### src/rtl/fetch_unit.sv
// Instruction fetch stage: walks the program ROM byte by byte, decodes 6502 instruction
// length from the opcode and presents opcode + operand bytes over a valid/ready handshake.
module fetch_unit #(
  parameter int unsigned            ADDR_WIDTH = 6,
  parameter logic [ADDR_WIDTH-1:0]  RESET_PC   = '0
) (
  input  logic                  raw_clk,
  input  logic                  reset_n,
  output logic [ADDR_WIDTH-1:0] rom_address,
  input  logic [7:0]            rom_data,
  input  logic                  jump,
  input  logic [ADDR_WIDTH-1:0] jump_address,
  output logic                  insn_valid,
  input  logic                  insn_ready,
  output logic [7:0]            opcode,
  output logic [15:0]           operand,
  output logic [1:0]            insn_length,
  output logic [ADDR_WIDTH-1:0] insn_pc
);

  typedef enum logic [1:0] {
    READ    = 2'd0,
    CAPTURE = 2'd1,
    VALID   = 2'd2
  } state_t;

  state_t                state;
  logic [ADDR_WIDTH-1:0] pc;
  logic [1:0]            k;
  logic [1:0]            len_now;
  logic [1:0]            cur_len;
  logic                  last_byte;

  function automatic logic [1:0] decode_length(input logic [7:0] op);
    logic [2:0] bbb;
    logic [1:0] cc;
    logic [1:0] len;
    bbb = op[4:2];
    cc  = op[1:0];
    if (op == 8'h20 || bbb == 3'b011 || bbb == 3'b111 || (cc == 2'b01 && bbb == 3'b110))
      len = 2'd3;
    else if (op == 8'h00 || op == 8'h40 || op == 8'h60 ||
             (cc != 2'b01 && (bbb == 3'b010 || bbb == 3'b110)) || cc == 2'b11)
      len = 2'd1;
    else
      len = 2'd2;
    return len;
  endfunction

  assign rom_address = pc;

  // The opcode byte decides the length in the same cycle it is captured, so the
  // end-of-instruction test uses the fresh decode for slot 0 and the stored length after.
  always_comb begin
    len_now   = decode_length(rom_data);
    cur_len   = (k == 2'd0) ? len_now : insn_length;
    last_byte = (k == cur_len - 2'd1);
  end

  always_ff @(posedge raw_clk or negedge reset_n) begin
    if (!reset_n) begin
      state       <= READ;
      pc          <= RESET_PC;
      k           <= '0;
      insn_valid  <= 1'b0;
      opcode      <= '0;
      operand     <= '0;
      insn_length <= '0;
      insn_pc     <= '0;
    end else if (jump) begin
      state      <= READ;
      pc         <= jump_address;
      k          <= '0;
      insn_valid <= 1'b0;
    end else begin
      case (state)
        READ: state <= CAPTURE;
        CAPTURE: begin
          pc <= pc + ADDR_WIDTH'(1);
          case (k)
            2'd0: begin
              opcode      <= rom_data;
              insn_pc     <= pc;
              insn_length <= len_now;
              operand     <= '0;
            end
            2'd1:    operand[7:0]  <= rom_data;
            default: operand[15:8] <= rom_data;
          endcase
          if (last_byte) begin
            state      <= VALID;
            insn_valid <= 1'b1;
          end else begin
            state <= READ;
            k     <= k + 2'd1;
          end
        end
        VALID: begin
          if (insn_ready) begin
            state      <= READ;
            k          <= '0;
            insn_valid <= 1'b0;
          end
        end
        default: state <= READ;
      endcase
    end
  end

endmodule
### config.mk
export PLATFORM = sky130hd
export DESIGN_NAME = fetch_unit
export DESIGN_NICKNAME = d
export VERILOG_FILES = /design/src/rtl/fetch_unit.sv
export SDC_FILE = /design/constraint.sdc
export NUM_CORES = 1
export LEC_CHECK = 0
export CORE_ASPECT_RATIO = 0.6
export CORE_MARGIN = 2
export CORE_UTILIZATION = 53
export CTS_BUF_LIST = sky130_fd_sc_hd__clkbuf_8
export DETAILED_ROUTE_END_ITERATION = 7
export GPL_TIMING_DRIVEN = 0
export PLACE_DENSITY = 0.87
export SLEW_MARGIN = 20
export SYNTH_ARGS = -nofsm -noshare
export SYNTH_HDL_FRONTEND = slang
export SYNTH_SLANG_ARGS = --single-unit
### constraint.sdc
create_clock -name raw_clk -period 4.6 [get_ports raw_clk]
set_clock_uncertainty 0.1 [all_clocks]
set_input_delay 1.38 -clock raw_clk [delete_from_list [all_inputs] [get_ports raw_clk]]
set_output_delay 1.38 -clock raw_clk [all_outputs]
set_load 0.02 [all_outputs]
==> out/metrics.cfg, run 1 <==
[synthesis]
avgSynthCellArea_sq_um = 10.7
synth.area.mux_share_pct = 8.22
synth_xor_area_share_pct = 2.15
synthAdderAreaFrac_pct = 2.33
seq_area_frac_synth_pct = 52.8
synth-main-ff-cell = dfrtp_1
synth-simple-area-share_pct = 16.5
synth-edff-count = 0
synth_top_family_by_area = simple AND/OR/NAND/NOR gates
async_reset_ff_share_pct = 100
ys_seq_elements = 43
postSynthCellCount = 191
synth-compound-area-share_pct = 14.9
syn-cell-area_sq_um = 2040
syn-num-nets = 212
yosysUniqueCellTypes = 45
synth_warnings = 0

[timing]
whs_ps = 380
clock.fmax_ghz = 0.261
finalMaxSlewViolations = 0
tightestPinTransition_ps = 588
rsz0062_at_grt = no
finalSetupViolations = 0
fin_tns_setup_ps = 0
slew_headroom_pct = 60.7
period_share_pct = 83.3
layout_min_cycle_time_ps = 3830
timing.final.hold_violations = 0

[clock_tree]
cts_tree = yes
clock-root-buffer = clkbuf_8
cts_made_buffers = 5
insertion_delay_ps = 310
htree_levels = 2
clkTransAtPathRegs_ps = 70
clockBufferDepth = 2
cts_resized = 0
cts.sink_count = 43
holdBufCountCts = 0
postCtsSetupRepairBufs = 0

[route]
wirelength_um = 5060
drc = 0
drt-pass1-iter-count = 4
drtIter0Drc = 144
vias_per_cell = 5.77
wl_per_cell_um = 16.8
final_antenna_net_count = 0
vias = 1744

[job]
cap_viol_max_count = 0

[global_route]
grt_start_max_net_pins = 30
grt-ovfl-total = 0
grt_usage_pct = 26.2
antenna_found_initial = 0
grt_pass1_vias = 1702
grt_pass1_wl_um = 8450

[floorplan]
die-area_sq_um = 4380
row_count = 17
initial_core_util_pct = 55.4
die_w_um = 84.1
core_area_sq_um = 3680
num_io_pins = 57
dieHeight_um = 52.1

[layout]
area_growth_pct = 34.8
layout_common_cells = clkdlybuf4s50_1, dfrtp_1, nand2_1, o21ai_0, mux2_2
n_antenna_cell = 0
mostFrequentLayoutCell = clkdlybuf4s50_1
nNetsFinal = 275
drive_gt1_share_pct = 13.7
n_fill_cell = 256

[critical_path]
crit_family = simple AND/OR/NAND/NOR gates
critical_path_arrival_ps = 3930
worst_path_largest_cell_delay_ps = 590
crit_required_ps = 4700
cp_slowest_cell = or4_4
crit_fanout = 5
critPathLaunchType = input pin
critPathBufInv = 1
end_kind = flop
worstPathCellList = clkdlybuf4s50_1, or4_4, nor4_2, a2111oi_4, or3_1, nor3_1, o21ai_0, o41ai_1
crit_type = in -> reg

[status]
outcome = complete, no violations

[place]
io_buffers = 55
gp_congestion = 0.788
dp_hpwl_um = 3680

[power]
vdd_ir_drop_max_v = 0.000447
power_frac_clock_pct = 16.1
internal_power_w = 0.000927
p_sw_w = 0.000550
comb_power_share_pct = 44.8
switching_share_pct = 37.2
power_frac_seq_pct = 39.1
p_per_area_nw_per_um2 = 537
cellLeakagePower_nw = 1.17

[worst_hold_path]
hp-class = reg -> reg

## metal layers
layer	vias up	part of all wire, %	global-route usage, %	wire (um)
li1	807	-	-	-
met1	855	47	36.6	2390
met2	73	44	38.8	2220
met3	9	7.2	9.05	364
met4	0	1.8	8.06	93
met5	-	0	0	0
## cells by family (layout without fill, tap and decap cells)
family / after synthesis / after routing
mux: 15 / 15
fa+ha+maj: 4 / 4
buf+inv: 14 / 78
compound gates: 43 / 43
xor+xnor: 5 / 5
simple gates: 67 / 67
flops: 43 / 43
## flip-flops by register name (all words and copies together), names as in the netlist
signal       cells
operand         16
opcode           8
insn_pc          6
rom_address      6
insn_length      2
k                2
state            2
insn_valid       1
## worst register-to-register path: cells and delay by family, from the launching register on
family                 cells  cell delay (ps)
buffers and inverters      4             1320
flip-flops                 1              410
AND/OR/NAND/NOR            3              450
multiplexers               1              370
## final timing paths
path | startpoint | endpoint | slack (ps) | cells after the start
worst max-delay path | rom_data[4] | state[1] | 770 | 8
worst min-delay path | state[0] | state[0] | 380 | 1
worst max register to register | state[1] | insn_pc[5] | 1840 | 8
worst min register to register | state[0] | state[0] | 380 | 1
max in group asynchronous | reset_n | opcode[3] | 3060 | 2
min in group asynchronous | reset_n | rom_address[5] | 870 | 1
## cells in the mapped netlist, drive strengths merged (2+ instances only)
cell    number  share of area, %
nor2        10               1.8
clkbuf       5              0.92
nand4        2              0.61
o21ai       19               4.7
nor3         6               1.7
buf          5               1.5
nor2b        3              0.92
or2          2              0.61
nand2       28               5.2
a31oi        2              0.61
inv          3              0.55
a31o         2              0.86
mux2        14               7.7
or4          2              0.92
dfrtp       43                53
or3          2              0.61
and2         2              0.61
xor2         3               1.3
ha           3               1.8
nand2b       4               1.2
a22o         9               3.9
nor4         2              0.92
xnor2        2              0.86
a21oi        4              0.98
## power groups by stage
stage                     Sequential, W  Clock [W]  Combinational, W
after global routing           0.000594   0.000261          0.000705
after detailed placement       0.000581          0          0.000660
after CTS                      0.000577   0.000241          0.000665
after floorplan                0.000712          0          0.000210
after global placement         0.000575          0          0.000645
final                          0.000578   0.000237          0.000662
## through the flow
stage / total power (W) / util (%) / cell area, sq um / setup WS [ps] / instances
floorplan: 0.000922 / - / 2040 / 1200 / 191
global placement: 0.00122 / 72.0 / 2650 / 566 / 293
detailed placement: 0.00124 / 72.4 / 2660 / 524 / 294
CTS: 0.00148 / 74.7 / 2750 / 828 / 302
finish: 0.00148 / 74.7 / 2750 / 770 / 302
global route: 0.00156 / 74.7 / 2750 / 580 / 302
## cell type report
type,count,area (sq um),share of cell area [%]
plain buffers,10,48.8,1.78
clock inverters,3,16.3,0.592
multi-input cells,134,900,32.7
flip-flops and latches,43,1080,39.1
repair buffers,56,566,20.6
clock buffers,5,68.8,2.50
inverters,4,15.0,0.546
well taps,47,58.8,2.14
Note: power is estimated with default switching activity, not from simulation.
==> inputs of run 2 (changes only) <==
- CORE_UTILIZATION: 53 -> 49
- PLACE_DENSITY: 0.87 -> 0.82
- clock period: 4.6 -> 3.8 ns (I/O delays scaled with it)
==> out/metrics.cfg, run 2 (synthesis gave the netlist of run 1 again) <==
[power]
power_frac_seq_pct = 37.6  ; -1.5 points
switching_share_pct = 35.5  ; -1.8 points
p_sw_w = 0.000654  ; +19%
internal_power_w = 0.00119  ; +28%
p_per_area_nw_per_um2 = 664  ; +24%
vdd_ir_drop_max_v = 0.000411  ; -8.2%
cellLeakagePower_nw = 1.17  ; +0.42%
comb_power_share_pct = 43.6  ; -1.2 points
power_frac_clock_pct = 18.8  ; +2.7 points

[clock_tree]
htree_levels = 2  ; unchanged
cts_resized = 0  ; unchanged
cts_made_buffers = 5  ; unchanged
insertion_delay_ps = 290  ; -20 ps
cts.sink_count = 43  ; unchanged
postCtsSetupRepairBufs = 0  ; unchanged
cts_tree = yes
clockBufferDepth = 2  ; unchanged
holdBufCountCts = 0  ; unchanged
clock-root-buffer = clkbuf_8
clkTransAtPathRegs_ps = 70  ; about the same

[floorplan]
initial_core_util_pct = 50.3  ; -5.1 points
num_io_pins = 57  ; unchanged
die_w_um = 87.3  ; +3.8%
die-area_sq_um = 4710  ; +7.7%
row_count = 18  ; +1
dieHeight_um = 54.0  ; +3.7%
core_area_sq_um = 4050  ; +10%

[global_route]
grt_usage_pct = 21.9  ; -4.3 points
antenna_found_initial = 0  ; unchanged
grt_start_max_net_pins = 29  ; -3.3%
grt_pass1_vias = 1523  ; -11%
grt_pass1_wl_um = 7660  ; -9.4%
grt-ovfl-total = 0  ; unchanged

[critical_path]
critical_path_arrival_ps = 3710  ; -220 ps
critPathLaunchType = input pin
end_kind = flop
worstPathCellList = clkdlybuf4s50_1, or4_4, nor4_2, a2111oi_4, or3_1, nor3_1, o21ai_0, o41ai_1
crit_fanout = 7  ; +2
worst_path_largest_cell_delay_ps = 560  ; -30 ps
crit_type = in -> reg
cp_slowest_cell = clkdlybuf4s50_1
crit_required_ps = 3890  ; -810 ps

[timing]
clock.fmax_ghz = 0.276
rsz0062_at_grt = no
period_share_pct = 95.5
layout_min_cycle_time_ps = 3630
whs_ps = 385  ; +5.14 ps
timing.final.hold_violations = 0  ; unchanged
finalMaxSlewViolations = 0  ; unchanged
tightestPinTransition_ps = 579  ; -8.24 ps
slew_headroom_pct = 61.4  ; +0.69 points
setup_slack_ps = 172  ; -598 ps
finalSetupViolations = 0  ; unchanged

[layout]
multi_input_area_sq_um = 900  ; unchanged
register_area_sq_um = 1080  ; unchanged
nNetsFinal = 275  ; unchanged
largest_reg_flops = 16  ; unchanged
mostFrequentLayoutCell = clkdlybuf4s50_1
layout_common_cells = clkdlybuf4s50_1, dfrtp_1, nand2_1, o21ai_0, mux2_2
n_fill_cell = 329  ; +29%
final_area_sq_um = 2770  ; +0.91%
drive_gt1_share_pct = 13.8  ; +0.054 points
area_growth_pct = 36.0
reg.largest.list = operand (16), opcode (8)
regMostFlops = operand
instances_no_fill = 304  ; +0.66%
n_antenna_cell = 0  ; unchanged

[route]
drt-pass1-iter-count = 8  ; +4
wirelength_um = 4810  ; -5.0%
drtIter0Drc = 159  ; +10%
vias = 1684  ; -3.4%
final_antenna_net_count = 0  ; unchanged
drc = 0  ; unchanged
vias_per_cell = 5.54  ; -4.1%
wl_per_cell_um = 15.8  ; -5.6%

[job]
cap_viol_max_count = 0  ; unchanged

[place]
postPlaceCellArea_sq_um = 2670  ; +0.14%
dp.cells = 297  ; +1.0%
gp_congestion = 0.846  ; +7.4%
io_buffers = 55  ; unchanged
dp_hpwl_um = 3600  ; -2.3%
dp_worst_setup_slack_ps = -44.2  ; -568 ps

[status]
outcome = complete, no violations

[worst_hold_path]
hp-class = reg -> reg

[run 2: cell count changes in the layout (fill, tap and decap cells not counted)]
cell / change
bufinv_16: +1
clkinv_2: -1
inv_1: -1
[run 2: critical path: cells and delay by family]
| family | cells | cell delay [ps] |
|---|---|---|
| AO/OA/AOI/OAI | 3 | 400 |
| AND/OR/NAND/NOR | 4 | 1620 |
| buffers and inverters | 1 | 560 |
[run 2: final timing paths]
check / from / end / slack, ps / cells after the start
max: rom_data[0] / state[1] / 170 / 8
min: state[0] / state[0] / 380 / 1
max in group asynchronous: reset_n / state[1] / 2480 / 2
min reg2reg: state[0] / state[0] / 380 / 1
min in group asynchronous: reset_n / operand[4] / 640 / 1
max reg2reg: state[1] / insn_pc[5] / 1020 / 8
[run 2: power groups by stage]
stage          clock (W)  combinational (W)  sequential, W
4_1_cts         0.000348           0.000806       0.000695
2_1_floorplan          0           0.000254       0.000862
3_3_place_gp           0           0.000784       0.000692
6_report        0.000346           0.000803       0.000693
3_5_place_dp           0           0.000800       0.000701
5_1_grt         0.000368           0.000855       0.000714
[run 2: per-layer routing]
layer,vias up,wire length (um),part of all wire (%),track usage (%)
met5,-,0,0,0
met4,0,16,0.33,6.67
met3,2,225,4.7,4.91
met2,63,2110,44,31.4
met1,814,2450,51,33.1
li1,805,-,-,-
[run 2: metrics by stage]
| step | util [%] | total power, W | TNS [ps] |
|---|---|---|---|
| 5_1_grt | 68.4 | 0.00194 | 0 |
| 2_1_floorplan | - | 0.00112 | 0 |
| 3_3_place_gp | 65.4 | 0.00148 | -15.8 |
| 4_1_cts | 68.4 | 0.00185 | 0 |
| 3_5_place_dp | 65.8 | 0.00150 | -66.4 |
| 6_report | 68.4 | 0.00184 | 0 |
[run 2: final cells by class]
type	instances	share of cell area, %
sequential	43	38.8
clock buffer	5	2.48
clock inverter	2	1.35
buffer	10	1.76
timing repair buffer	56	20.4
tap	50	2.26
multi-input combinational	134	32.4
inverter	4	0.541
==> inputs of run 3 (changes only) <==
- SKIP_LAST_GASP: default -> 1
==> results of run 3 <==
Final layout, timing and power as in run 2 (identical DEF).
